<file path="config.mk">
export PLATFORM = sky130hd
export DESIGN_NAME = adc_rx_align_ctrl
export DESIGN_NICKNAME = d
export VERILOG_FILES = /design/src/rtl/adc_rx_align_ctrl.sv
export SDC_FILE = /design/constraint.sdc
export NUM_CORES = 1
export LEC_CHECK = 0
export ABC_AREA = 0
export BUFFER_PORTS_ARGS = -buffer_cell sky130_fd_sc_hd__buf_2
export CAP_MARGIN = 20
export CORE_ASPECT_RATIO = 1.75
export CORE_UTILIZATION = 55
export DETAILED_ROUTE_END_ITERATION = 6
export GPL_TIMING_DRIVEN = 1
export PLACE_DENSITY = 0.85
export SLEW_MARGIN = 20
export SYNTH_ARGS = -nofsm -noshare
export SYNTH_HDL_FRONTEND = slang
export SYNTH_SLANG_ARGS = --single-unit
</file>
<file path="constraint.sdc">
create_clock -name clk -period 6 [get_ports clk]
set_input_delay 0.6 -clock clk [delete_from_list [all_inputs] [get_ports clk]]
set_output_delay 0.6 -clock clk [all_outputs]
set_load 0.02 [all_outputs]
</file>
<file path="src/rtl/adc_rx_align_ctrl.sv">
`default_nettype none
// ============================================================================
//  Module      : adc_rx_align_ctrl
//  Description : Per-lane IDELAY eye scan, eye centring and bitslip word
//                alignment for a multi-lane 8:1 ADC deserializer.
//  Revision    : 1.0  initial release
// ============================================================================
module adc_rx_align_ctrl #(
    parameter int          NCHAN   = 16,
    parameter int          TAP_MAX = 31,
    parameter int          SETTLE  = 16,
    parameter int          SAMPLE  = 64,
    parameter logic [7:0]  PATTERN = 8'hF0,
    parameter int          MIN_EYE = 4
) (
    input  logic                 clk,
    input  logic                 rst,
    input  logic                 training_start,
    input  logic [8*NCHAN-1:0]   data_in,
    output logic                 manual_enable,
    output logic [3:0]           manual_chan_sel,
    output logic                 manual_inc,
    output logic                 manual_dec,
    output logic                 manual_bitslip,
    output logic                 manual_idly_rst,
    output logic                 training_done,
    output logic                 rxdataisgood,
    output logic [NCHAN-1:0]     fail_mask,
    output logic [5*NCHAN-1:0]   tap
);

    localparam logic [15:0] SETTLE_LAST = 16'(SETTLE - 1);
    localparam logic [15:0] SAMPLE_LAST = 16'(SAMPLE - 1);
    localparam logic [4:0]  TAP_TOP     = 5'(TAP_MAX);
    localparam logic [3:0]  LAST_LANE   = 4'(NCHAN - 1);
    localparam logic [5:0]  MIN_LEN     = 6'(MIN_EYE);
    localparam logic [3:0]  MAX_SLIPS   = 4'd8;

    typedef enum logic [3:0] {
        S_IDLE, S_LRST, S_WAIT, S_SAMP, S_STEP,
        S_CENT, S_DECP, S_SCHK, S_NEXT, S_DONE
    } state_t;

    state_t               state_q, state_d, ret_q, ret_d;
    logic [15:0]          cnt_q, cnt_d;
    logic [3:0]           lane_q, lane_d;
    logic [4:0]           cur_tap_q, cur_tap_d;
    logic [5:0]           run_len_q, run_len_d, best_len_q, best_len_d;
    logic [4:0]           run_start_q, run_start_d, best_start_q, best_start_d;
    logic [4:0]           centre_q, centre_d, dec_left_q, dec_left_d;
    logic                 phase_q, phase_d;
    logic [3:0]           slips_q, slips_d;
    logic [7:0]           first_q, first_d;
    logic                 good_q, good_d;
    logic                 start_prev_q, start_prev_d;
    logic                 enable_q, enable_d;
    logic                 inc_q, inc_d, dec_q, dec_d;
    logic                 bitslip_q, bitslip_d, idly_rst_q, idly_rst_d;
    logic                 done_q, done_d, dgood_q, dgood_d;
    logic [NCHAN-1:0]     fail_q, fail_d;
    logic [5*NCHAN-1:0]   tap_q, tap_d;

    logic [7:0]           word;
    logic                 start_edge;
    logic                 tap_good;
    logic [5:0]           nlen, blen;
    logic [4:0]           nstart, bstart, ctr;

    assign word       = data_in[{lane_q, 3'b000} +: 8];
    assign start_edge = training_start & ~start_prev_q;

    always_comb begin
        state_d      = state_q;
        ret_d        = ret_q;
        cnt_d        = cnt_q;
        lane_d       = lane_q;
        cur_tap_d    = cur_tap_q;
        run_len_d    = run_len_q;
        run_start_d  = run_start_q;
        best_len_d   = best_len_q;
        best_start_d = best_start_q;
        centre_d     = centre_q;
        dec_left_d   = dec_left_q;
        phase_d      = phase_q;
        slips_d      = slips_q;
        first_d      = first_q;
        good_d       = good_q;
        start_prev_d = training_start;
        enable_d     = enable_q;
        inc_d        = 1'b0;
        dec_d        = 1'b0;
        bitslip_d    = 1'b0;
        idly_rst_d   = 1'b0;
        done_d       = done_q;
        dgood_d      = dgood_q;
        fail_d       = fail_q;
        tap_d        = tap_q;
        tap_good     = 1'b0;
        nlen         = run_len_q;
        nstart       = run_start_q;
        blen         = best_len_q;
        bstart       = best_start_q;
        ctr          = best_start_q + best_len_q[5:1];

        case (state_q)
            S_IDLE, S_DONE: begin
                if (start_edge) begin
                    state_d  = S_LRST;
                    done_d   = 1'b0;
                    dgood_d  = 1'b0;
                    fail_d   = '0;
                    tap_d    = '0;
                    lane_d   = 4'd0;
                    enable_d = 1'b1;
                end
            end
            S_LRST: begin
                idly_rst_d   = 1'b1;
                cur_tap_d    = 5'd0;
                run_len_d    = 6'd0;
                run_start_d  = 5'd0;
                best_len_d   = 6'd0;
                best_start_d = 5'd0;
                slips_d      = 4'd0;
                cnt_d        = 16'd0;
                ret_d        = S_SAMP;
                state_d      = S_WAIT;
            end
            S_WAIT: begin
                if (cnt_q == SETTLE_LAST) begin
                    cnt_d   = 16'd0;
                    good_d  = 1'b1;
                    state_d = ret_q;
                end else begin
                    cnt_d = cnt_q + 16'd1;
                end
            end
            S_SAMP: begin
                tap_good = good_q & ((cnt_q == 16'd0) || (word == first_q));
                good_d   = tap_good;
                if (cnt_q == 16'd0) first_d = word;
                if (cnt_q == SAMPLE_LAST) begin
                    cnt_d = 16'd0;
                    if (tap_good) begin
                        if (nlen == 6'd0) nstart = cur_tap_q;
                        nlen = nlen + 6'd1;
                    end else begin
                        if (nlen > blen) begin
                            blen   = nlen;
                            bstart = nstart;
                        end
                        nlen = 6'd0;
                    end
                    // A run still open at the top tap is a valid eye edge.
                    if (cur_tap_q == TAP_TOP) begin
                        if (nlen > blen) begin
                            blen   = nlen;
                            bstart = nstart;
                        end
                        nlen    = 6'd0;
                        state_d = S_CENT;
                    end else begin
                        state_d = S_STEP;
                    end
                    run_len_d    = nlen;
                    run_start_d  = nstart;
                    best_len_d   = blen;
                    best_start_d = bstart;
                end else begin
                    cnt_d = cnt_q + 16'd1;
                end
            end
            S_STEP: begin
                inc_d     = 1'b1;
                cur_tap_d = cur_tap_q + 5'd1;
                cnt_d     = 16'd0;
                ret_d     = S_SAMP;
                state_d   = S_WAIT;
            end
            S_CENT: begin
                if (best_len_q < MIN_LEN) begin
                    fail_d[lane_q] = 1'b1;
                    state_d        = S_NEXT;
                end else begin
                    centre_d   = ctr;
                    dec_left_d = TAP_TOP - ctr;
                    phase_d    = 1'b0;
                    state_d    = S_DECP;
                end
            end
            S_DECP: begin
                // Walk down from the top tap, one decrement every other cycle.
                if (dec_left_q == 5'd0) begin
                    tap_d[5*lane_q +: 5] = centre_q;
                    cnt_d   = 16'd0;
                    ret_d   = S_SCHK;
                    state_d = S_WAIT;
                end else if (!phase_q) begin
                    dec_d      = 1'b1;
                    dec_left_d = dec_left_q - 5'd1;
                    phase_d    = 1'b1;
                end else begin
                    phase_d = 1'b0;
                end
            end
            S_SCHK: begin
                if (word == PATTERN) begin
                    state_d = S_NEXT;
                end else if (slips_q == MAX_SLIPS) begin
                    fail_d[lane_q] = 1'b1;
                    state_d        = S_NEXT;
                end else begin
                    bitslip_d = 1'b1;
                    slips_d   = slips_q + 4'd1;
                    cnt_d     = 16'd0;
                    ret_d     = S_SCHK;
                    state_d   = S_WAIT;
                end
            end
            S_NEXT: begin
                if (lane_q == LAST_LANE) begin
                    lane_d   = 4'd0;
                    enable_d = 1'b0;
                    done_d   = 1'b1;
                    dgood_d  = (fail_q == '0);
                    state_d  = S_DONE;
                end else begin
                    lane_d  = lane_q + 4'd1;
                    state_d = S_LRST;
                end
            end
            default: state_d = S_IDLE;
        endcase
    end

    always_ff @(posedge clk or posedge rst) begin
        if (rst) begin
            state_q      <= S_IDLE;
            ret_q        <= S_IDLE;
            cnt_q        <= '0;
            lane_q       <= '0;
            cur_tap_q    <= '0;
            run_len_q    <= '0;
            run_start_q  <= '0;
            best_len_q   <= '0;
            best_start_q <= '0;
            centre_q     <= '0;
            dec_left_q   <= '0;
            phase_q      <= 1'b0;
            slips_q      <= '0;
            first_q      <= '0;
            good_q       <= 1'b0;
            start_prev_q <= 1'b0;
            enable_q     <= 1'b0;
            inc_q        <= 1'b0;
            dec_q        <= 1'b0;
            bitslip_q    <= 1'b0;
            idly_rst_q   <= 1'b0;
            done_q       <= 1'b0;
            dgood_q      <= 1'b0;
            fail_q       <= '0;
            tap_q        <= '0;
        end else begin
            state_q      <= state_d;
            ret_q        <= ret_d;
            cnt_q        <= cnt_d;
            lane_q       <= lane_d;
            cur_tap_q    <= cur_tap_d;
            run_len_q    <= run_len_d;
            run_start_q  <= run_start_d;
            best_len_q   <= best_len_d;
            best_start_q <= best_start_d;
            centre_q     <= centre_d;
            dec_left_q   <= dec_left_d;
            phase_q      <= phase_d;
            slips_q      <= slips_d;
            first_q      <= first_d;
            good_q       <= good_d;
            start_prev_q <= start_prev_d;
            enable_q     <= enable_d;
            inc_q        <= inc_d;
            dec_q        <= dec_d;
            bitslip_q    <= bitslip_d;
            idly_rst_q   <= idly_rst_d;
            done_q       <= done_d;
            dgood_q      <= dgood_d;
            fail_q       <= fail_d;
            tap_q        <= tap_d;
        end
    end

    assign manual_enable   = enable_q;
    assign manual_chan_sel = lane_q;
    assign manual_inc      = inc_q;
    assign manual_dec      = dec_q;
    assign manual_bitslip  = bitslip_q;
    assign manual_idly_rst = idly_rst_q;
    assign training_done   = done_q;
    assign rxdataisgood    = dgood_q;
    assign fail_mask       = fail_q;
    assign tap             = tap_q;

endmodule
`default_nettype wire
</file>
# == After elaboration in Yosys (flattened, before gate mapping) ==
# Cells that the tools add are included.
# totals
in_bits,131
output_inout_bits,107
register_bits,183
# classes
n_mul,1
n_reduce_logical,33
muxes,87
bitwise_logic,5
n_addsub,9
n_eq_ne,28
order_cmp,5
shift,3
# ops
cell,n
$mux W80,2
$pmux W80 S2,1
$mux W16,9
$shiftx A128 B8 Y8,1
$bwmux W80,1
$pmux W16 S5,1
$shift A5 B34 Y80 const A,1
$shiftx A5 B34 Y80,1
$mux W6,12
$mux W4,15
$mux W5,11
$pmux W16 S3,1
$pmux W5 S2,4
$neg A7 Y34,1
$logic_not A16 Y1,2
$pmux W4 S8,1
$ne A2 B2 Y1 const B,12
$pmux W6 S2,2
$mux W1,18
$add A16 B1 Y16 const B,1
$eq A16 B4 Y1 const B,1
$eq A16 B6 Y1 const B,1
$eq A4 B3 Y1 const B,4
$eq A4 B4 Y1 const B,4
other kinds (36),64

# == Longest topological paths before layout ==
# Gate-level depths: netlist of the first run.
# logic_depth
word_depth,12
depth_mapped,23
depth_no_buf,20

# == Worst setup path after synthesis of the first run ==
# No wires, ideal clock.
# synth_timing
kind,register to register
start,"register lane_q[0], in the netlist manual_chan_sel[0]"
end,register best_len_q[2]
path_stages_with_launch,24
setup_time_ns,0.066
slack_ns,1.048
required_ns,5.934
synth_period_minus_slack_ns,4.952
arrival_time_ns,4.886
path_cell_list,dfrtp_1 > buf_6 > buf_12 > buf_8 > buf_8 > mux2i_1 > a22oi_1 > nand2_2 > xnor2_1 > o41ai_1 > o2111ai_1 > and3_1 > buf_6 > mux2i_2 > ha_1 > nor2b_1 > o21a_1 > o21a_1 > o21a_1 > o21a_1 > o221ai_1 > nand2_1 > o21ai_4 > a221o_1
# synth_between
elab_chain_len,12
word_cells_on_any_way,15
classes_between,order compare (1); eq/ne (1); shift (1); mux (10); bitwise (1); reduce/logical (1)
# synth_rtl
item,line,source
start: declaration,46,"logic [3:0] lane_q, lane_d;"
start signal: assignment,267,lane_q <= lane_d;
$shiftx A128 B8 Y8 (*),69,"assign word = data_in[{lane_q, 3'b000} +: 8];"
$eq A8 B8 Y1 (*),139,tap_good = good_q & ((cnt_q == 16'd0) || (word == first_q));
$logic_or A1 B1 Y1 (*),139,
$and A1 B1 Y1 (*),139,
$mux W6,144,if (tap_good) begin
$mux W6,142,if (cnt_q == SAMPLE_LAST) begin
$mux W6,105,case (state_q)
$gt A6 B6 Y1,156,if (nlen > blen) begin
$mux W6,156,
$mux W6 (*),155,if (cur_tap_q == TAP_TOP) begin
$mux W6 (*),142,
$pmux W6 S2 (*),105,
end signal: assignment,271,best_len_q <= best_len_d;
end: declaration,48,"logic [5:0] run_len_q, run_len_d, best_len_q, best_len_d;"
# Mark *: on every way between the ends. The rest lies on a longest branch, timed or not. The select of a mux whose other input is x is not followed.
# A chain may end at the register's enable or synchronous reset.

# == Worst setup path in the final report of the first run ==
# layout_timing
start,"register lane_q[0], in the netlist manual_chan_sel[0]"
end,register best_start_q[4]
# layout_between
elab_chain_len,12
word_cells_on_any_way,17
classes_between,order compare (1); eq/ne (1); shift (1); mux (12); bitwise (1); reduce/logical (1)
# layout_rtl
item,line,source
$shiftx A128 B8 Y8 (*),69,
$eq A8 B8 Y1 (*),139,
$logic_or A1 B1 Y1 (*),139,
$and A1 B1 Y1 (*),139,
$mux W6,144,
$mux W6,142,
$mux W6,105,
$gt A6 B6 Y1,156,
$mux W5,156,
$mux W5 (*),155,
$mux W5 (*),142,
$pmux W5 S2 (*),105,
end signal: assignment,272,best_start_q <= best_start_d;
end: declaration,49,"logic [4:0] run_start_q, run_start_d, best_start_q, best_start_d;"
# Marked as above.

==> summary.json, run 1 <==
{
  "status": {
    "run_status": "complete, no violations"
  },
  "drt": {
    "initialDrtViolationCount": 758,
    "routedWlPerCell_um": 19.5,
    "postRouteWirelength_um": 30400,
    "vias": 9628,
    "drtAntennaViolNets": 0,
    "detail_route.vias_per_cell": 6.19,
    "remaining_drc_errors": 0,
    "drt_pre_antenna_iters": 7
  },
  "global_routing": {
    "grt_usage_pct": 32.3,
    "grt_remaining_overflow": 0,
    "grt_pass1_wl_um": 48900,
    "number_of_antenna_violations_at_the_first_check_in_global_routing": 1,
    "pin_count_of_the_biggest_net_entering_global_routing": 91,
    "grt_pass1_vias": 9707
  },
  "critical_path": {
    "setup.worst_path.start": "manual_chan_sel[0]",
    "worstReg2RegStart": "manual_chan_sel[0]",
    "timing.critical_path.to_type": "flip-flop",
    "timing.setup.critical_path_class": "reg2reg",
    "timing.critical_path.required_ns": 6.32,
    "critical_path.max_fanout": 44,
    "critical_path.startpoint_type": "flip-flop",
    "crit_arrival_ns": 5.86
  },
  "placement": {
    "place_worst_setup_slack_ns": 0.490,
    "place_congestion": 0.945,
    "dpl.hpwl_um": 22600,
    "placement.io_buffers": 237
  },
  "final_layout": {
    "area_growth_syn_to_layout_pct": 19.1,
    "multi_input_logic_area_um2": 5360,
    "nNetsFinal": 1473,
    "final_core_utilization_pct": 67.6,
    "num-fill-cells": 1395,
    "layout_cell_share_with_drive_strength_beyond_1_pct": 25.6,
    "antennaDiodeCount": 0,
    "area.sequential_um2": 4530
  },
  "cts": {
    "cts_made_buffers": 17,
    "clock_tree_from_tritoncts": "done",
    "cts_max_level": 4,
    "setup_bufs_post_cts": 0,
    "cts_resized": 0,
    "clkLatencyLatePin_ns": 0.45,
    "cts_hold_buffers": 0,
    "clock-sinks": 181,
    "clock-root-buffer": "clkbuf_16",
    "max-clock-path-buffers": 2,
    "clk_pin_slew_ns": 0.09
  },
  "timing": {
    "setup_ws_ns": 0.458,
    "timing_hold_violations_final": 0,
    "layout_min_cycle_time_ns": 5.54,
    "setup_viol": 0,
    "setup-tns-final_ns": 0,
    "fin_crit_sh_pct": 92.4,
    "rsz0062_at_grt": "no",
    "clock-skew-final_ns": 0.0202,
    "slew_margin_rel_pct": 34.7,
    "tightestPinTransition_ns": 0.980,
    "fmaxAchievable_ghz": 0.180,
    "slew_viol_final": 0
  },
  "floorplan": {
    "chipHeight_um": 183,
    "coreArea_um2": 18100,
    "io_pins": 238,
    "fp.dieArea_um2": 19300,
    "start_util_pct": 56.8,
    "placementRows": 65,
    "die_x_um": 105
  },
  "logic_synthesis": {
    "yosys-top-cells-count": "181 x dfrtp_1, 175 x nand2_1, 118 x o21ai_0",
    "synth_area_leaders": "dfrtp_1 44%, nand2_1 6.4%, o21ai_0 5.7%",
    "synth_top_area_share_pct": 44.0,
    "ys.flop_type": "dfrtp_1",
    "yosysMostFrequentCell": "dfrtp_1",
    "post_synth_instance_area_um2": 10300,
    "yosysUniqueCellTypes": 85,
    "ys_ff_latch": 181,
    "number_of_instances_in_the_synthesized_netlist": 1088,
    "avgSynthCellArea_um2": 9.46,
    "register_area_share_after_synthesis_pct": 44.0,
    "share_of_async_settable_or_async_resettable_flops_after_synthesis_pct": 100,
    "synth_fp_nets": 1252,
    "synth_enable_flop_cells": 0,
    "netlist.top_cell.by_area": "dfrtp_1",
    "synthesis.yosys.warnings": 0
  },
  "power": {
    "power_frac_comb_pct": 48.0,
    "netSwitchingPower_mw": 2.53,
    "leakage_nw": 5.92,
    "p_total_mw": 5.48,
    "power_frac_seq_pct": 31.0,
    "internal-power_mw": 2.95,
    "max-vdd-ir-drop_mv": 0.238,
    "sw_frac_of_total_pct": 46.1,
    "clock_power_share_pct": 21.0,
    "cellPowerDensity_nw_per_um2": 447
  },
  "worst_hold_path": {
    "timing.hold.worst.class": "in2async"
  },
  "flow_run": {
    "timing.max_cap.violations": 0
  }
}
## worst max-delay path, cell delays in order, from the launching register on
cell	delay, ns
dfrtp_4	0.88
buf_4	0.37
mux2i_1	0.12
a22oi_1	0.23
nand2_1	0.15
xnor2_1	0.16
o41ai_1	0.48
o2111ai_1	0.24
and3_1	0.40
mux2i_2	0.24
ha_1	0.31
nor2b_1	0.13
o21a_1	0.16
o21a_1	0.16
o21a_1	0.17
o21a_1	0.18
o221a_2	0.28
o21ai_0	0.20
o32ai_2	0.15
a221o_1	0.37
## metal layers
| layer | routed length [um] | global-route usage [%] |
|---|---|---|
| met5 | 13 | 0 |
| met4 | 1360 | 16.7 |
| met3 | 1980 | 6.75 |
| met2 | 16000 | 58.1 |
| met1 | 11100 | 35.5 |
## final timing paths
check	to	slack, ns	cells past startpoint
max	best_start_q[4]	0.46	19
min	tap[16]	0.06	2
max reg2reg	best_start_q[4]	0.46	19
min reg2reg	tap[36]	0.48	2
max in group asynchronous	manual_chan_sel[0]	4.64	3
min in group clk	start_prev_q	0.28	1
## state kept, by name (all words and copies together), names as in the netlist, 2 cells and up
name	flops
ret_q	2
state_q	4
run_start_q	5
slips_q	4
fail_mask	16
dec_left_q	5
cur_tap_q	5
manual_chan_sel	4
best_len_q	6
best_start_q	5
first_q	8
centre_q	5
cnt_q	16
tap	80
run_len_q	6
## power groups by stage
stage	combinational (mW)	clock (mW)	sequential, mW
floorplan	1.94	0	1.67
global placement	2.50	0	1.70
detailed placement	2.57	0	1.71
CTS	2.60	1.16	1.69
global route	2.86	1.21	1.73
finish	2.63	1.15	1.70
## cell usage in the layout, fill, tap and decap left out, drive strengths merged, types with 20 or more instances in the layout
| cell type | netlist | layout |
|---|---|---|
| a31oi | 25 | 25 |
| buf | 19 | 254 |
| nor3 | 26 | 26 |
| ha | 32 | 32 |
| a22o | 32 | 32 |
| mux2i | 52 | 52 |
| o21ai | 122 | 122 |
| nand2 | 176 | 176 |
| inv | 33 | 39 |
| nor2 | 77 | 77 |
| a21oi | 25 | 25 |
| dfrtp | 181 | 181 |
| nand3 | 20 | 20 |
## metrics by stage
| step | hold slack [ns] | area [um^2] | instances |
|---|---|---|---|
| finish | 0.0610 | 12300 | 1556 |
| global route | 0.0630 | 12300 | 1556 |
| CTS | 0.0636 | 12300 | 1556 |
| detailed placement | 0.465 | 11600 | 1524 |
| global placement | 0.457 | 11600 | 1524 |
| floorplan | 0.445 | 10300 | 1088 |
## logic make-up (layout without fill, tap and decap cells)
kind of cell / after synthesis / count (layout) / share of synthesized area (%)
xor+xnor: 18 / 18 / 1.53
compound gates: 300 / 300 / 19.7
mux: 74 / 74 / 8.45
fa+ha+maj: 33 / 33 / 4.08
buf+inv: 86 / 320 / 4.17
flops: 181 / 181 / 44.0
simple gates: 396 / 396 / 18.1
## final cells by class
type	instances	share of cell area, %
multi-input combinational	821	43.7
tap	234	2.39
clock buffer	17	3.47
clock inverter	15	1.61
inverter	34	1.08
timing repair buffer	254	10.7
sequential	181	37.0
(Power assumes the default switching activity.)
==> inputs of run 2 (changes only) <==
--- a/config.mk
+++ b/config.mk
@@ -12,7 +12,8 @@
 export CORE_UTILIZATION = 55
 export DETAILED_ROUTE_END_ITERATION = 6
 export GPL_TIMING_DRIVEN = 1
-export PLACE_DENSITY = 0.85
+export PLACE_DENSITY = 0.81
+export SKIP_LAST_GASP = 1
 export SLEW_MARGIN = 20
 export SYNTH_ARGS = -nofsm -noshare
 export SYNTH_HDL_FRONTEND = slang
==> run 2 against run 1 <==
Net effect: first-iteration DRC count shrank 24%; sequential share of layout area increased by 0.20 points; count of clock-buffer cells in the layout grew 1; die area unchanged; flip-flop and latch count unchanged; routed wire length fell by 2.5%; fmax up 1.0%; clock power down 5%; register-to-register slack improved by 0.06 ns; largest cell class unchanged.
==> summary.json, run 2 (synthesis results as in run 1) <==
{
  "global_routing": {
    "grt_usage_pct": 31.6,
    "grt_pass1_vias": 9270,
    "number_of_antenna_violations_at_the_first_check_in_global_routing": 0,
    "pin_count_of_the_biggest_net_entering_global_routing": 79,
    "grt_pass1_wl_um": 47800,
    "grt_remaining_overflow": 0
  },
  "final_layout": {
    "largest_reg_flops": 80,
    "layout_cell_share_with_drive_strength_beyond_1_pct": 25.5,
    "mostFrequentLayoutCell": "buf_2",
    "final_core_utilization_pct": 67.2,
    "finish.cell_count_without_fillers": 1554,
    "area_growth_syn_to_layout_pct": 18.5,
    "nNetsFinal": 1472,
    "layout.cells.most_common_list": "237 x buf_2, 180 x dfrtp_1, 175 x nand2_1",
    "antennaDiodeCount": 0
  },
  "timing": {
    "fmaxAchievable_ghz": 0.182,
    "layout_min_cycle_time_ns": 5.49,
    "slew_viol_final": 0,
    "timing_hold_violations_final": 0,
    "tightestPinTransition_ns": 0.951,
    "slew_margin_rel_pct": 36.6,
    "setup-tns-final_ns": 0,
    "clock-skew-final_ns": 0.0157,
    "setup_ws_ns": 0.514,
    "rsz0062_at_grt": "no",
    "fin_crit_sh_pct": 91.4,
    "setup_viol": 0
  },
  "floorplan": {
    "fp.dieArea_um2": 19300,
    "chipHeight_um": 183,
    "die_x_um": 105,
    "io_pins": 238,
    "coreArea_um2": 18100,
    "placementRows": 65,
    "start_util_pct": 56.8
  },
  "critical_path": {
    "critical_path.max_fanout": 48,
    "timing.setup.critical_path_class": "reg2reg",
    "timing.critical_path.to_type": "flip-flop",
    "critical_path.startpoint_type": "flip-flop",
    "crit_arrival_ns": 5.81,
    "timing.critical_path.required_ns": 6.32
  },
  "worst_hold_path": {
    "timing.hold.worst.class": "in2async"
  },
  "power": {
    "clock_power_share_pct": 20.3,
    "p_total_mw": 5.39,
    "max-vdd-ir-drop_mv": 0.280,
    "leakage_nw": 5.89,
    "power_frac_comb_pct": 47.7,
    "netSwitchingPower_mw": 2.45,
    "cellPowerDensity_nw_per_um2": 442,
    "sw_frac_of_total_pct": 45.5,
    "internal-power_mw": 2.94,
    "power_frac_seq_pct": 32.0
  },
  "cts": {
    "cts_resized": 0,
    "cts_max_level": 4,
    "clk_pin_slew_ns": 0.08,
    "cts_made_buffers": 17,
    "clock-root-buffer": "clkbuf_16",
    "clkLatencyLatePin_ns": 0.45,
    "setup_bufs_post_cts": 0,
    "clock_tree_from_tritoncts": "done",
    "max-clock-path-buffers": 2,
    "cts_hold_buffers": 0,
    "clock-sinks": 181
  },
  "drt": {
    "routed.top_layer": "met4",
    "wl_met3_um": 1590,
    "drt_pre_antenna_iters": 6,
    "detailroute.wirelength.met2_um": 15400,
    "drtAntennaViolNets": 0,
    "initialDrtViolationCount": 573,
    "wl_met1_um": 11600,
    "remaining_drc_errors": 0,
    "postRouteWirelength_um": 29600,
    "vias": 9502,
    "routedWlPerCell_um": 19.0,
    "detail_route.vias_per_cell": 6.11
  },
  "placement": {
    "place_worst_setup_slack_ns": 0.536,
    "placement.io_buffers": 237,
    "place_congestion": 0.964,
    "dpl.hpwl_um": 22100,
    "dpl.cell_count": 1523
  },
  "status": {
    "run_status": "complete, no violations"
  },
  "flow_run": {
    "timing.max_cap.violations": 0
  }
}
-- run 2: per-stage QoR --
| stage | hold slack (ns) | area [um^2] |
|---|---|---|
| after floorplan | 0.445 | 10300 |
| after global placement | 0.457 | 11600 |
| after detailed placement | 0.465 | 11600 |
| after CTS | 0.204 | 12200 |
| after global routing | 0.225 | 12200 |
| final | 0.188 | 12200 |
-- run 2: worst paths after layout --
path	start	end	slack, ns	cells past startpoint
max reg2reg	manual_chan_sel[0]	best_start_q[0]	0.51	18
min	rst	fail_mask[8]	0.19	2
max	manual_chan_sel[0]	best_start_q[0]	0.51	18
max in group asynchronous	rst	tap[19]	4.43	3
min in group clk	training_start	start_prev_q	0.29	1
min reg2reg	tap[58]	tap[58]	0.48	2
-- run 2: power groups by stage --
stage / Combinational (mW) / Sequential, mW / Clock (mW)
2_1_floorplan: 1.94 / 1.67 / 0
3_3_place_gp: 2.47 / 1.73 / 0
3_5_place_dp: 2.52 / 1.74 / 0
4_1_cts: 2.54 / 1.72 / 1.11
5_1_grt: 2.81 / 1.76 / 1.15
6_report: 2.57 / 1.73 / 1.09
-- run 2: worst max-delay path, cell delays in order (launching register included) --
cell and delay (ns):
dfrtp_4 0.92, mux2i_1 0.29, a22oi_2 0.13, and3b_1 0.23, or4b_1 0.56, nor4_2 0.32
o2111ai_1 0.16, and3_1 0.38, mux2i_2 0.23, ha_1 0.31, nor2b_1 0.13, o21a_1 0.16
o21a_1 0.16, o21a_1 0.16, o21a_1 0.20, o221a_2 0.29, o21ai_0 0.20, o32ai_2 0.15
a221o_1 0.39
-- run 2: layout make-up --
cell class | instances | area, um^2
Inverter | 34 | 133
Tap cell | 234 | 293
Clock inverter | 13 | 135
Sequential cell | 181 | 4530
Timing Repair Buffer | 253 | 1310
Multi-Input combinational cell | 821 | 5350
Clock buffer | 18 | 439
Fill cell | 1439 | 5940
-- run 2: per-layer routing --
metal  track usage (%)  up-vias
met5                 0        -
met4              13.4        0
met3              5.97       77
met2              55.5      353
met1              37.7     4666
li1                  -     4406
==> inputs of run 3 (changes only) <==
--- a/config.mk
+++ b/config.mk
@@ -13,6 +13,7 @@
 export DETAILED_ROUTE_END_ITERATION = 6
 export GPL_TIMING_DRIVEN = 1
 export PLACE_DENSITY = 0.81
+export RECOVER_POWER = 25
 export SKIP_LAST_GASP = 1
 export SLEW_MARGIN = 20
 export SYNTH_ARGS = -nofsm -noshare
==> run 3 against run 2 <==
Net effect: the run now ends with max-capacitance violations, max-slew violations left; combinational power about the same; via count increased by 0.12%; sequential power about the same; utilization decreased by 0.14 points; total power about the same; largest power group unchanged.
==> summary.json, run 3 (synthesis results as in run 1) <==
{
  "global_routing": {
    "pin_count_of_the_biggest_net_entering_global_routing": 79,
    "grt_pass1_wl_um": 47800,
    "grt_pass1_vias": 9270,
    "grt_usage_pct": 31.6,
    "grt_most_used_layer": "met2",
    "grt_remaining_overflow": 0,
    "grt_use_met3_pct": 5.97,
    "grt.met2_usage_pct": 55.5,
    "gr_layer_usage_met1_pct": 37.7,
    "number_of_antenna_violations_at_the_first_check_in_global_routing": 0
  },
  "timing": {
    "fmaxAchievable_ghz": 0.183,
    "setup-tns-final_ns": 0,
    "timing_hold_violations_final": 0,
    "tightestPinTransition_ns": 2.78,
    "slew_viol_final": 107,
    "rsz0062_at_grt": "no",
    "clock-skew-final_ns": 0.0157,
    "finalHoldWorstSlack_ns": 0.304,
    "setup_viol": 0,
    "layout_min_cycle_time_ns": 5.48,
    "fin_crit_sh_pct": 91.3,
    "slew_margin_rel_pct": -85.3
  },
  "drt": {
    "postRouteWirelength_um": 29600,
    "detail_route.vias_per_cell": 6.12,
    "routedWlPerCell_um": 19.0,
    "vias": 9513,
    "drtAntennaViolNets": 0,
    "remaining_drc_errors": 0,
    "drt_pre_antenna_iters": 4,
    "initialDrtViolationCount": 574
  },
  "cts": {
    "cts_resized": 0,
    "clock-root-buffer": "clkbuf_16",
    "cts_made_buffers": 17,
    "clock_tree_from_tritoncts": "done",
    "cts_hold_buffers": 0,
    "clkLatencyLatePin_ns": 0.44,
    "cts_max_level": 4,
    "max-clock-path-buffers": 2,
    "setup_bufs_post_cts": 0,
    "clk_pin_slew_ns": 0.08,
    "clock-sinks": 181
  },
  "critical_path": {
    "timing.critical_path.required_ns": 6.32,
    "worstReg2RegStart": "manual_chan_sel[0]",
    "critical_path.startpoint_type": "flip-flop",
    "ff2ff_path_depth": 18,
    "timing.setup.critical_path_class": "reg2reg",
    "worst_r2r_endpoint": "best_start_q[0]",
    "crit_arrival_ns": 5.80,
    "r2r_setup_slack_ns": 0.52,
    "timing.critical_path.to_type": "flip-flop",
    "critical_path.max_fanout": 48
  },
  "power": {
    "max-vdd-ir-drop_mv": 0.278,
    "p_total_mw": 5.38,
    "internal-power_mw": 2.94,
    "power_frac_comb_pct": 47.7,
    "power_frac_seq_pct": 32.0,
    "cellPowerDensity_nw_per_um2": 442,
    "sw_frac_of_total_pct": 45.5,
    "clock_power_share_pct": 20.3,
    "netSwitchingPower_mw": 2.45,
    "leakage_nw": 5.82
  },
  "final_layout": {
    "layout.cells.most_common_list": "223 x buf_2, 180 x dfrtp_1, 175 x nand2_1",
    "num-fill-cells": 1441,
    "postLayoutCellArea_um2": 12200,
    "multi_input_logic_area_um2": 5350,
    "area.sequential_um2": 4530,
    "largest_reg_flops": 80,
    "antennaDiodeCount": 0,
    "area_growth_syn_to_layout_pct": 18.2,
    "nNetsFinal": 1472,
    "layout_cell_share_with_drive_strength_beyond_1_pct": 24.3,
    "mostFrequentLayoutCell": "buf_2"
  },
  "placement": {
    "dpl.hpwl_um": 22100,
    "place_congestion": 0.964,
    "placement.io_buffers": 237,
    "postPlaceCellArea_um2": 11600
  },
  "worst_hold_path": {
    "min_path_cells": 1,
    "worst_hold_endpoint": "start_prev_q",
    "holdCritStartpoint": "training_start",
    "timing.hold.worst.class": "in2reg"
  },
  "flow_run": {
    "timing.max_cap.violations": 2
  },
  "status": {
    "violations": "max-capacitance violations, max-slew violations",
    "run_status": "finished, violations left"
  },
  "floorplan": {
    "coreArea_um2": 18100,
    "placementRows": 65,
    "die_x_um": 105,
    "fp.dieArea_um2": 19300,
    "chipHeight_um": 183,
    "io_pins": 238,
    "start_util_pct": 56.8
  }
}
[run 3: cell types whose count changed in the layout (fill, tap and decap cells not counted)]
| cell | previous run | this run |
|---|---|---|
| clkbuf_1 | 0 | 15 |
| buf_2 | 237 | 223 |
| buf_4 | 16 | 15 |
| clkinvlp_2 | 0 | 1 |
| inv_6 | 5 | 4 |
[run 3: stage by stage]
stage / setup slack (ns) / std cells / util (%)
CTS: 0.512 / 1554 / 67.2
global route: 0.153 / 1554 / 67.1
global placement: 0.649 / 1523 / 64.1
finish: 0.522 / 1554 / 67.1
floorplan: 0.485 / 1088 / -
detailed placement: 0.536 / 1523 / 64.1
[run 3: critical path: stages, from the launching register on]
cell       delay (ns)
dfrtp_4          0.91
mux2i_1          0.29
a22oi_2          0.13
and3b_1          0.23
or4b_1           0.56
nor4_2           0.32
o2111ai_1        0.16
and3_1           0.38
mux2i_2          0.23
ha_1             0.31
nor2b_1          0.13
o21a_1           0.16
o21a_1           0.16
o21a_1           0.16
o21a_1           0.20
o221a_2          0.29
o21ai_0          0.20
o32ai_2          0.15
a221o_1          0.39
[run 3: layer usage]
metal | wire length [um] | share of wire (%) | vias up
li1 | - | - | 4404
met1 | 11400 | 38 | 4655
met5 | 0 | 0 | -
met4 | 1040 | 3.5 | 0
met3 | 1730 | 5.9 | 81
met2 | 15400 | 52 | 373
[run 3: power by group through the flow]
stage          Sequential (mW)  Clock (mW)  Combinational [mW]
3_3_place_gp              1.73           0                2.47
5_1_grt                   1.76        1.15                2.81
3_5_place_dp              1.74           0                2.52
2_1_floorplan             1.67           0                1.94
4_1_cts                   1.72        1.11                2.54
6_report                  1.72        1.09                2.57
[run 3: area by class of cell]
class	instances	area share, %
Inverter	34	1.06
Timing Repair Buffer	253	10.6
Multi-Input combinational cell	821	44.0
Sequential cell	181	37.3
Clock inverter	13	1.11
Tap cell	234	2.41
Clock buffer	18	3.61
[run 3: how the worst max path moves through the flow]
| stage | start | endpoint | slack, ns | cells past startpoint |
|---|---|---|---|---|
| floorplan | rst | best_len_q[0] | 0.48 | 1 |
| global route | manual_chan_sel[0] | best_start_q[0] | 0.15 | 20 |
| CTS | manual_chan_sel[0] | best_start_q[0] | 0.51 | 18 |
| global placement | manual_chan_sel[0] | best_start_q[2] | 0.65 | 18 |
| finish | manual_chan_sel[0] | best_start_q[0] | 0.52 | 18 |
| detailed placement | manual_chan_sel[0] | best_start_q[0] | 0.54 | 18 |
